## src/rtl/regfile_fwd_sb.sv

```systemverilog
// Multi-port register file with write-to-read bypass, hardwired x0 and a pending-write scoreboard.
// Define RF_SCOREBOARD_EN to build the scoreboard; otherwise rd_busy and iss_stall are tied to 0.
module regfile_fwd_sb #(
    parameter int XLEN = 32,
    parameter int AW   = 5,
    parameter int NRD  = 2,
    parameter int NWR  = 2
) (
    input  logic                clk,
    input  logic                rst_n,
    input  logic [NRD*AW-1:0]   rd_addr,
    output logic [NRD*XLEN-1:0] rd_data,
    output logic [NRD-1:0]      rd_busy,
    input  logic [NWR-1:0]      wr_en,
    input  logic [NWR*AW-1:0]   wr_addr,
    input  logic [NWR*XLEN-1:0] wr_data,
    input  logic                iss_en,
    input  logic [AW-1:0]       iss_addr,
    output logic                iss_stall
);

    localparam int NREG = 1 << AW;

    logic [XLEN-1:0] regs [NREG];

    // NOTE: the storage array is reset on purpose: every register must read 0 the moment rst_n drops.
    // Later ports overwrite earlier ones within the loop, so the highest write index wins.
    always_ff @(posedge clk or negedge rst_n) begin
        if (!rst_n) begin
            for (int r = 0; r < NREG; r++) regs[r] <= '0;
        end else begin
            for (int i = 0; i < NWR; i++) begin
                if (wr_en[i] && wr_addr[i*AW +: AW] != '0)
                    regs[wr_addr[i*AW +: AW]] <= wr_data[i*XLEN +: XLEN];
            end
        end
    end

`ifdef RF_SCOREBOARD_EN
    logic [NREG-1:0] busy;
    logic [NREG-1:0] clr;
    logic [NREG-1:0] set;

    // A write this cycle retires the pending producer of its target register.
    always_comb begin
        clr = '0;
        for (int i = 0; i < NWR; i++) begin
            if (wr_en[i] && wr_addr[i*AW +: AW] != '0)
                clr[wr_addr[i*AW +: AW]] = 1'b1;
        end
    end

    assign iss_stall = iss_en && (iss_addr != '0) && busy[iss_addr] && !clr[iss_addr];

    always_comb begin
        set = '0;
        if (iss_en && !iss_stall && iss_addr != '0)
            set[iss_addr] = 1'b1;
    end

    // Set is ORed after the clear mask, so a new issue wins over a same-cycle retire.
    always_ff @(posedge clk or negedge rst_n) begin
        if (!rst_n) busy <= '0;
        else        busy <= set | (busy & ~clr);
    end
`else
    logic unused_iss;
    assign unused_iss = ^{iss_en, iss_addr};
    assign iss_stall  = 1'b0;
`endif

    for (genvar j = 0; j < NRD; j++) begin : g_rd
        logic [AW-1:0]   ra;
        logic [XLEN-1:0] fwd;

        assign ra = rd_addr[j*AW +: AW];

        // NOTE: fwd gets its default before the loop, so no path leaves it unassigned (no latch).
        always_comb begin
            fwd = regs[ra];
            for (int i = 0; i < NWR; i++) begin
                if (wr_en[i] && wr_addr[i*AW +: AW] == ra)
                    fwd = wr_data[i*XLEN +: XLEN];
            end
        end

        // Forwarding is gated during reset so rd_data is 0 even with live write ports.
        assign rd_data[j*XLEN +: XLEN] = (!rst_n || ra == '0) ? '0 : fwd;

`ifdef RF_SCOREBOARD_EN
        assign rd_busy[j] = busy[ra] & ~clr[ra];
`else
        assign rd_busy[j] = 1'b0;
`endif
    end

endmodule

```

## config.mk

```make
export PLATFORM = sky130hd
export DESIGN_NAME = regfile_fwd_sb
export DESIGN_NICKNAME = d
export VERILOG_FILES = /design/src/rtl/regfile_fwd_sb.sv
export SDC_FILE = /design/constraint.sdc
export NUM_CORES = 2
export LEC_CHECK = 0
export CELL_PAD_IN_SITES_DETAIL_PLACEMENT = 0
export CELL_PAD_IN_SITES_GLOBAL_PLACEMENT = 2
export CORE_MARGIN = 5
export CORE_UTILIZATION = 46
export DETAILED_ROUTE_END_ITERATION = 8
export PLACE_DENSITY = 0.95
export RECOVER_POWER = 100
export SLEW_MARGIN = 20
export SYNTH_ARGS = -nofsm -noshare
export SYNTH_HDL_FRONTEND = slang
export SYNTH_SLANG_ARGS = --single-unit
export TNS_END_PERCENT = 10
```

## constraint.sdc

```tcl
create_clock -name clk -period 6.1 [get_ports clk]
set_clock_uncertainty 0.2 [all_clocks]
set_input_delay 1.22 -clock clk [delete_from_list [all_inputs] [get_ports clk]]
set_output_delay 1.22 -clock clk [all_outputs]
set_load 0.005 [all_outputs]
```

## Word level (Yosys, flattened, before mapping)

Index checks and enable logic that the tools add are counted.
W data, S select, Z words.

- Bits in registers: 1024
- Input port bits: 94
- Output and inout port bits: 67
- Word-level logic and storage cells: 81

- $lt $le $gt $ge: 6
- Eq/ne operators: 4
- Mux-type cells: 20
- Bitwise gates (word level): 4
- Reductions and logical operators: 15

Operators by type and width:

| cell | number |
|---|---|
| $bwmux W1024 | 2 |
| $mux W1024 | 2 |
| $mux W32 | 12 |
| $bmux W32 S5 | 2 |
| $demux W32 S5 | 2 |
| $ge A6 B6 Y1 const B | 4 |
| $not A5 Y6 | 4 |
| $eq A5 B5 Y1 | 4 |
| $lt A6 B1 Y1 const B | 2 |
| $logic_not A5 Y1 | 2 |
| $reduce_bool A5 Y1 | 2 |
| $logic_and A1 B1 Y1 | 8 |
| $logic_or A1 B1 Y1 | 2 |
| $logic_not A1 Y1 | 1 |

## Logic depth before layout (Yosys ltp)

- Depth in word-level cells: 9
- Mapped depth: 10
- Mapped depth without buffers: 5

## Worst setup path before layout

Ideal clock, no wire load.

- Kind: input to output
- Start: in rd_addr[0]
- End: out rd_data[29]
- Arrival: 2916 ps
- Required time: 4680 ps
- Setup slack: 1764 ps
- Cell stages on the path: 7
- Path buffers: 3
- Cells stage by stage: buf_2 buf_6 buf_2 mux4_2 a22oi_1 o21ai_0 a221o_1

- Word-level cells in the longest chain between the ends: 7
- Elaborated cells between the ends (all ways): 13
- Classes of those cells: 2 x eq/ne; 6 x mux; 1 x bitwise; 4 x reduce/logical

RTL lines:

| what | line | text |
|---|---|---|
| start: declaration | 11 | `input logic [NRD*AW-1:0] rd_addr,` |
| $not A5 Y6 (implied by the code) | 80 | `fwd = regs[ra];` |
| $bmux W32 S5 | 80 |  |
| $mux W32 (implied by the code) (2 in a row) | 80 |  |
| $mux W32 (2 in a row) | 82 | `if (wr_en[i] && wr_addr[i*AW +: AW] == ra)` |
| $mux W32 * | 88 | `assign rd_data[j*XLEN +: XLEN] = (!rst_n \|\| ra == '0) ? '0 : fwd;` |
| end: declaration | 12 | `output logic [NRD*XLEN-1:0] rd_data,` |

Every way passes the cells marked *; elsewhere a longest branch is shown, timed or not. The select of a mux whose other input is x is not followed.

## Worst setup path in the final report

- Start: in wr_addr[0]
- End: reg regs[453] (netlist bit)

- Word-level cells in the longest chain between the ends: 9
- Elaborated cells between the ends (all ways): 12
- Classes of those cells: 2 x order compare; 6 x mux; 1 x bitwise; 3 x reduce/logical

RTL lines:

| what | line | text |
|---|---|---|
| start: declaration | 15 | `input logic [NWR*AW-1:0] wr_addr,` |
| $not A5 Y6 (implied by the code) | 34 | `regs[wr_addr[i*AW +: AW]] <= wr_data[i*XLEN +: XLEN];` |
| $ge A6 B6 Y1 (implied by the code) / $lt A6 B1 Y1 (equally long branches) | 34 |  |
| $logic_and A1 B1 Y1 (implied by the code) | 34 |  |
| $mux W32 (implied by the code) | 34 |  |
| $demux W32 S5 | 34 |  |
| $bwmux W1024 | 34 |  |
| $mux W1024 * | 33 | `if (wr_en[i] && wr_addr[i*AW +: AW] != '0)` |
| $bwmux W1024 | 34 |  |
| $mux W1024 * | 33 |  |
| end signal: indexed assignment | 34 |  |
| end: declaration | 24 | `logic [XLEN-1:0] regs [NREG];` |

Every way passes the cells marked *; elsewhere a longest branch is shown, timed or not.

==> impl_results.html <==
<table>
<tr><th>Metric</th><th>Value</th></tr>
<tr><th colspan="2">Status</th></tr>
<tr><td>Result of the run</td><td>finished, violations left</td></tr>
<tr><td>Violations in the final reports</td><td>max-capacitance violations, max-slew violations, negative setup slack</td></tr>
<tr><th colspan="2">CTS</th></tr>
<tr><td>Hold buffer count at cts</td><td>0</td></tr>
<tr><td>CTS H-Tree Depth</td><td>3</td></tr>
<tr><td>Maximum clock path buffer count</td><td>3</td></tr>
<tr><td>Total clock buffers created by CTS</td><td>between 100 and 150</td></tr>
<tr><td>Clock latency reported for the late side of the worst-skew pair</td><td>~0.74 ns</td></tr>
<tr><td>Clock transition at path regs</td><td>0.06 ns</td></tr>
<tr><td>Cells resized by post-CTS repair</td><td>0</td></tr>
<tr><td>Clock Root Buffer</td><td>sky130_fd_sc_hd__clkbuf_16</td></tr>
<tr><td>Sink Count</td><td>between 1,000 and 1,500</td></tr>
<tr><td>TritonCTS clock tree</td><td>yes</td></tr>
<tr><td>Post-CTS setup repair buffer count</td><td>0</td></tr>
<tr><th colspan="2">Critical path</th></tr>
<tr><td>Required time worst endpoint</td><td>6.49 ns</td></tr>
<tr><td>Max incr delay on CP</td><td>around 1.8 ns</td></tr>
<tr><td>Kind of start point of the critical path</td><td>primary input</td></tr>
<tr><td>Worst path cell trace</td><td>dlygate4sd3_1 -&gt; clkbuf_1 -&gt; nand2b_1 -&gt; nor2_1 -&gt; nand3_1 -&gt; clkbuf_4 -&gt; mux2i_1 -&gt; o21ai_0</td></tr>
<tr><td>Crit. End Element</td><td>flop</td></tr>
<tr><td>FF-to-FF Start</td><td>regs[630]</td></tr>
<tr><td>Reg-to-Reg End</td><td>regs[630]</td></tr>
<tr><td>Flop2flop setup slack</td><td>4.95 ns</td></tr>
<tr><td>Arr. time, crit path</td><td>about 6.5 ns</td></tr>
<tr><td>Maximum fanout along the worst path</td><td>21</td></tr>
<tr><td>Dominant delay contributor by cell family on the critical path</td><td>simple AND/OR/NAND/NOR gates</td></tr>
<tr><td>Buffers and inverters on the worst path</td><td>3</td></tr>
<tr><td>Crit path kind</td><td>primary input to flop</td></tr>
<tr><td>Master of the slowest instance on the critical path</td><td>sky130_fd_sc_hd__nand3_1</td></tr>
<tr><td>Register-to-Register Path Depth</td><td>2</td></tr>
<tr><th colspan="2">Min path</th></tr>
<tr><td>Min-delay src</td><td>regs[1016]</td></tr>
<tr><td>Hold path depth</td><td>0</td></tr>
<tr><td>Worst hold path endpoint</td><td>regs[1016]</td></tr>
<tr><td>Worst hold path type</td><td>flop to flop</td></tr>
<tr><th colspan="2">Layout</th></tr>
<tr><td>Top flop regs</td><td>regs (1024)</td></tr>
<tr><td>Finished Cell Area</td><td>72,200 um2</td></tr>
<tr><td>Number of flip-flops in the largest register</td><td>1,024</td></tr>
<tr><td>Fraction of layout instances using a drive strength above 1</td><td>16.9%</td></tr>
<tr><td>Count of placed standard cells in the final layout, fillers left out</td><td>between 7,000 and 8,000</td></tr>
<tr><td>Most flop-heavy register</td><td>regs</td></tr>
<tr><td>Growth of design area from synthesis to finish</td><td>10.5%</td></tr>
<tr><td>Filler instances</td><td>around 12,000</td></tr>
<tr><td>Total Nets Final</td><td>about 6,000</td></tr>
<tr><th colspan="2">Timing</th></tr>
<tr><td>Final hold violations</td><td>0</td></tr>
<tr><td>Worst slew margin relative to its limit</td><td>-156%</td></tr>
<tr><td>Worst-Margin Slew</td><td>3.83 ns</td></tr>
<tr><td>Tcrit/Tclk final</td><td>100%</td></tr>
<tr><td>Setup WS post-layout</td><td>-0.0260 ns</td></tr>
<tr><td>Maximum frequency from static timing analysis</td><td>163 MHz</td></tr>
<tr><td>Summed negative setup slack over all endpoints</td><td>-0.126 ns</td></tr>
<tr><td>Smallest hold slack</td><td>0.202 ns</td></tr>
<tr><td>Setup violation total in the final timing report</td><td>11</td></tr>
<tr><td>RSZ-0062 raised after global routing</td><td>no</td></tr>
<tr><td>Final Max Tran Viols</td><td>roughly 1,700</td></tr>
<tr><td>Final min period</td><td>6.13 ns</td></tr>
<tr><th colspan="2">Logic synthesis</th></tr>
<tr><td>Post-synthesis register bit count</td><td>between 1,000 and 1,500</td></tr>
<tr><td>Top cell type's share of synthesized area</td><td>between 30% and 40%</td></tr>
<tr><td>Cell types with the largest area share after synthesis</td><td>sky130_fd_sc_hd__dfrtp_1 39%, sky130_fd_sc_hd__mux2i_1 17%, sky130_fd_sc_hd__mux4_2 16%</td></tr>
<tr><td>Most used DFF post-synth</td><td>sky130_fd_sc_hd__dfrtp_1</td></tr>
<tr><td>Mapped Cells</td><td>6,217</td></tr>
<tr><td>Post-synthesis average cell area</td><td>10.5 um2</td></tr>
<tr><td>Area of the mapped netlist</td><td>65,400 um2</td></tr>
<tr><td>Most repeated cell in the gate-level netlist after synthesis</td><td>sky130_fd_sc_hd__mux2i_1</td></tr>
<tr><td>Post-synth cell types</td><td>approximately 70</td></tr>
<tr><td>EDFF count, synth</td><td>0</td></tr>
<tr><td>Share of flip-flops with an asynchronous set or reset after synthesis</td><td>100%</td></tr>
<tr><td>Library cell with the largest summed area after synthesis</td><td>sky130_fd_sc_hd__dfrtp_1</td></tr>
<tr><td>Most frequent cells after synthesis</td><td>1,078 x sky130_fd_sc_hd__mux2i_1, 1,024 x sky130_fd_sc_hd__dfrtp_1, 665 x sky130_fd_sc_hd__a21oi_1, 665 x sky130_fd_sc_hd__nor2_1, 484 x sky130_fd_sc_hd__clkbuf_1</td></tr>
<tr><td>Sequential area share after synthesis</td><td>approximately two fifths</td></tr>
<tr><td>Number of warnings printed during yosys synthesis</td><td>0</td></tr>
<tr><th colspan="2">Route</th></tr>
<tr><td>Vias</td><td>~55,000</td></tr>
<tr><td>Routed length per instance</td><td>around 34 um</td></tr>
<tr><td>DRC violations left</td><td>0</td></tr>
<tr><td>Initial detailed-routing violation count</td><td>just under 9,000</td></tr>
<tr><td>Length of the first detailed-routing pass in iterations</td><td>8</td></tr>
<tr><td>Count of antenna-violating nets left after detailed routing</td><td>0</td></tr>
<tr><td>Total length of routed wires</td><td>273 mm</td></tr>
<tr><td>Via-to-Cell Ratio</td><td>6.95</td></tr>
<tr><th colspan="2">Global route</th></tr>
<tr><td>GRT Residual Overflow</td><td>0</td></tr>
<tr><td>Via count of the first global-routing pass</td><td>between 50,000 and 60,000</td></tr>
<tr><td>Pin count of the biggest net entering global routing</td><td>173</td></tr>
<tr><td>Wire length of the first global-routing pass</td><td>between 300 and 400 mm</td></tr>
<tr><td>Antenna violations before repair</td><td>8</td></tr>
<tr><td>Global router's overall resource usage</td><td>35.3%</td></tr>
<tr><th colspan="2">Placement</th></tr>
<tr><td>Placed cells</td><td>about 7,700</td></tr>
<tr><td>Post-detailed-placement half-perimeter wirelength</td><td>approximately 160 mm</td></tr>
<tr><td>RePlAce Congestion</td><td>just over 0.9</td></tr>
<tr><td>Placed Instance Area</td><td>around 69,000 um2</td></tr>
<tr><td>Number of input and output port buffers inserted</td><td>around 150</td></tr>
<tr><th colspan="2">Floorplan</th></tr>
<tr><td>Rows</td><td>around 140</td></tr>
<tr><td>Horizontal die dimension</td><td>387 um</td></tr>
<tr><td>Initial cell density of the core</td><td>46.2%</td></tr>
<tr><td>Area of the die</td><td>150,000 um2</td></tr>
<tr><td>Vert. Die Dim</td><td>387 um</td></tr>
<tr><td>Number of I/O pins</td><td>about 160</td></tr>
<tr><td>Core Footprint</td><td>roughly 140,000 um2</td></tr>
<tr><th colspan="2">Power and ir drop</th></tr>
<tr><td>Total Power</td><td>roughly 0.023 W</td></tr>
<tr><td>Maximum VDD drop</td><td>~220 uV</td></tr>
<tr><td>Leakage</td><td>about 30 nW</td></tr>
<tr><td>Cell Pwr Density</td><td>~320 nW/um2</td></tr>
<tr><th colspan="2">Run</th></tr>
<tr><td>MaxCap Viol Count</td><td>42</td></tr>
</table>
[worst register-to-register path: stages, from the launching register on]
cell and delay, ns:
sky130_fd_sc_hd__dfrtp_1 0.43, sky130_fd_sc_hd__mux2i_1 0.14, sky130_fd_sc_hd__a21oi_1 0.09
[how the worst max path moves through the flow]
stage	from	end	depth (start not counted)
floorplan	rd_addr[0]	rd_data[29]	7
global placement	wr_addr[7]	rd_data[42]	7
detailed placement	wr_addr[5]	rd_data[42]	8
CTS	wr_addr[5]	rd_data[42]	8
global route	wr_addr[0]	regs[449]	8
finish	wr_addr[0]	regs[453]	8
[where the power goes]
group / total [W] / switching, W / internal, W
Clock: 0.00742 / 0.00304 / 0.00438
Combinational: 0.00597 / 0.00282 / 0.00315
Sequential: 0.00998 / 0.00142 / 0.00856
[metrics by stage]
| stage | setup slack, ns | utilization (%) |
|---|---|---|
| final | -0.0260 | 51.0 |
| after global routing | 0.0802 | 51.0 |
| after CTS | 0.264 | 51.3 |
| after detailed placement | 0.280 | 48.5 |
| after global placement | 0.215 | 48.5 |
| after floorplan | 1.76 | - |
[placed cells by master, fill, tap and decap left out, types with 30 or more instances in the layout]
master and n:
sky130_fd_sc_hd__o2111ai_1 32, sky130_fd_sc_hd__a21oi_1 664, sky130_fd_sc_hd__buf_12 42, sky130_fd_sc_hd__clkbuf_1 43, sky130_fd_sc_hd__a221o_1 31, sky130_fd_sc_hd__clkdlybuf4s50_1 96
sky130_fd_sc_hd__a22oi_1 98, sky130_fd_sc_hd__a22o_1 30, sky130_fd_sc_hd__dfrtp_1 1024, sky130_fd_sc_hd__a211oi_1 30, sky130_fd_sc_hd__clkbuf_16 117, sky130_fd_sc_hd__dlygate4sd3_1 45
sky130_fd_sc_hd__nor3_1 38, sky130_fd_sc_hd__nand3_1 43, sky130_fd_sc_hd__nand2_1 404, sky130_fd_sc_hd__o21ai_0 445, sky130_fd_sc_hd__mux2i_1 1078, sky130_fd_sc_hd__buf_4 204
sky130_fd_sc_hd__nor2_1 654, sky130_fd_sc_hd__a32oi_1 80, sky130_fd_sc_hd__mux4_2 472
[area by class of cell]
type	instances	area, um2	share of cell area, %
Clock buffer	164	3390	4.70
Tap cell	1890	2360	3.28
Antenna cell	4	10.0	0.0139
Sequential cell	1024	25600	35.5
Multi-Input combinational cell	4338	36000	49.9
Clock inverter	40	553	0.766
Inverter	16	60.1	0.0832
Timing Repair Buffer	443	4140	5.74
[metal layers]
metal / vias to the layer above / GRT usage (%) / routed length (um)
li1: 22300 / - / -
met1: 27400 / 46.7 / 101000
met2: 4352 / 50.7 / 116000
met3: 1028 / 12.4 / 38200
met4: 6 / 19.4 / 18300
met5: - / 0.287 / 63
[logic make-up (layout without fill, tap and decap cells)]
| kind of cell | Yosys count | in the layout | share of synthesized area (%) |
|---|---|---|---|
| other cells | 1 | 7 | 0.00574 |
| simple gates | 1243 | 1243 | 7.79 |
| mux | 1552 | 1552 | 32.8 |
| buf+inv | 857 | 663 | 6.06 |
| compound gates | 1520 | 1520 | 13.9 |
| flops | 1024 | 1024 | 39.2 |
| xor+xnor | 20 | 20 | 0.268 |
(Power assumes the default switching activity.)
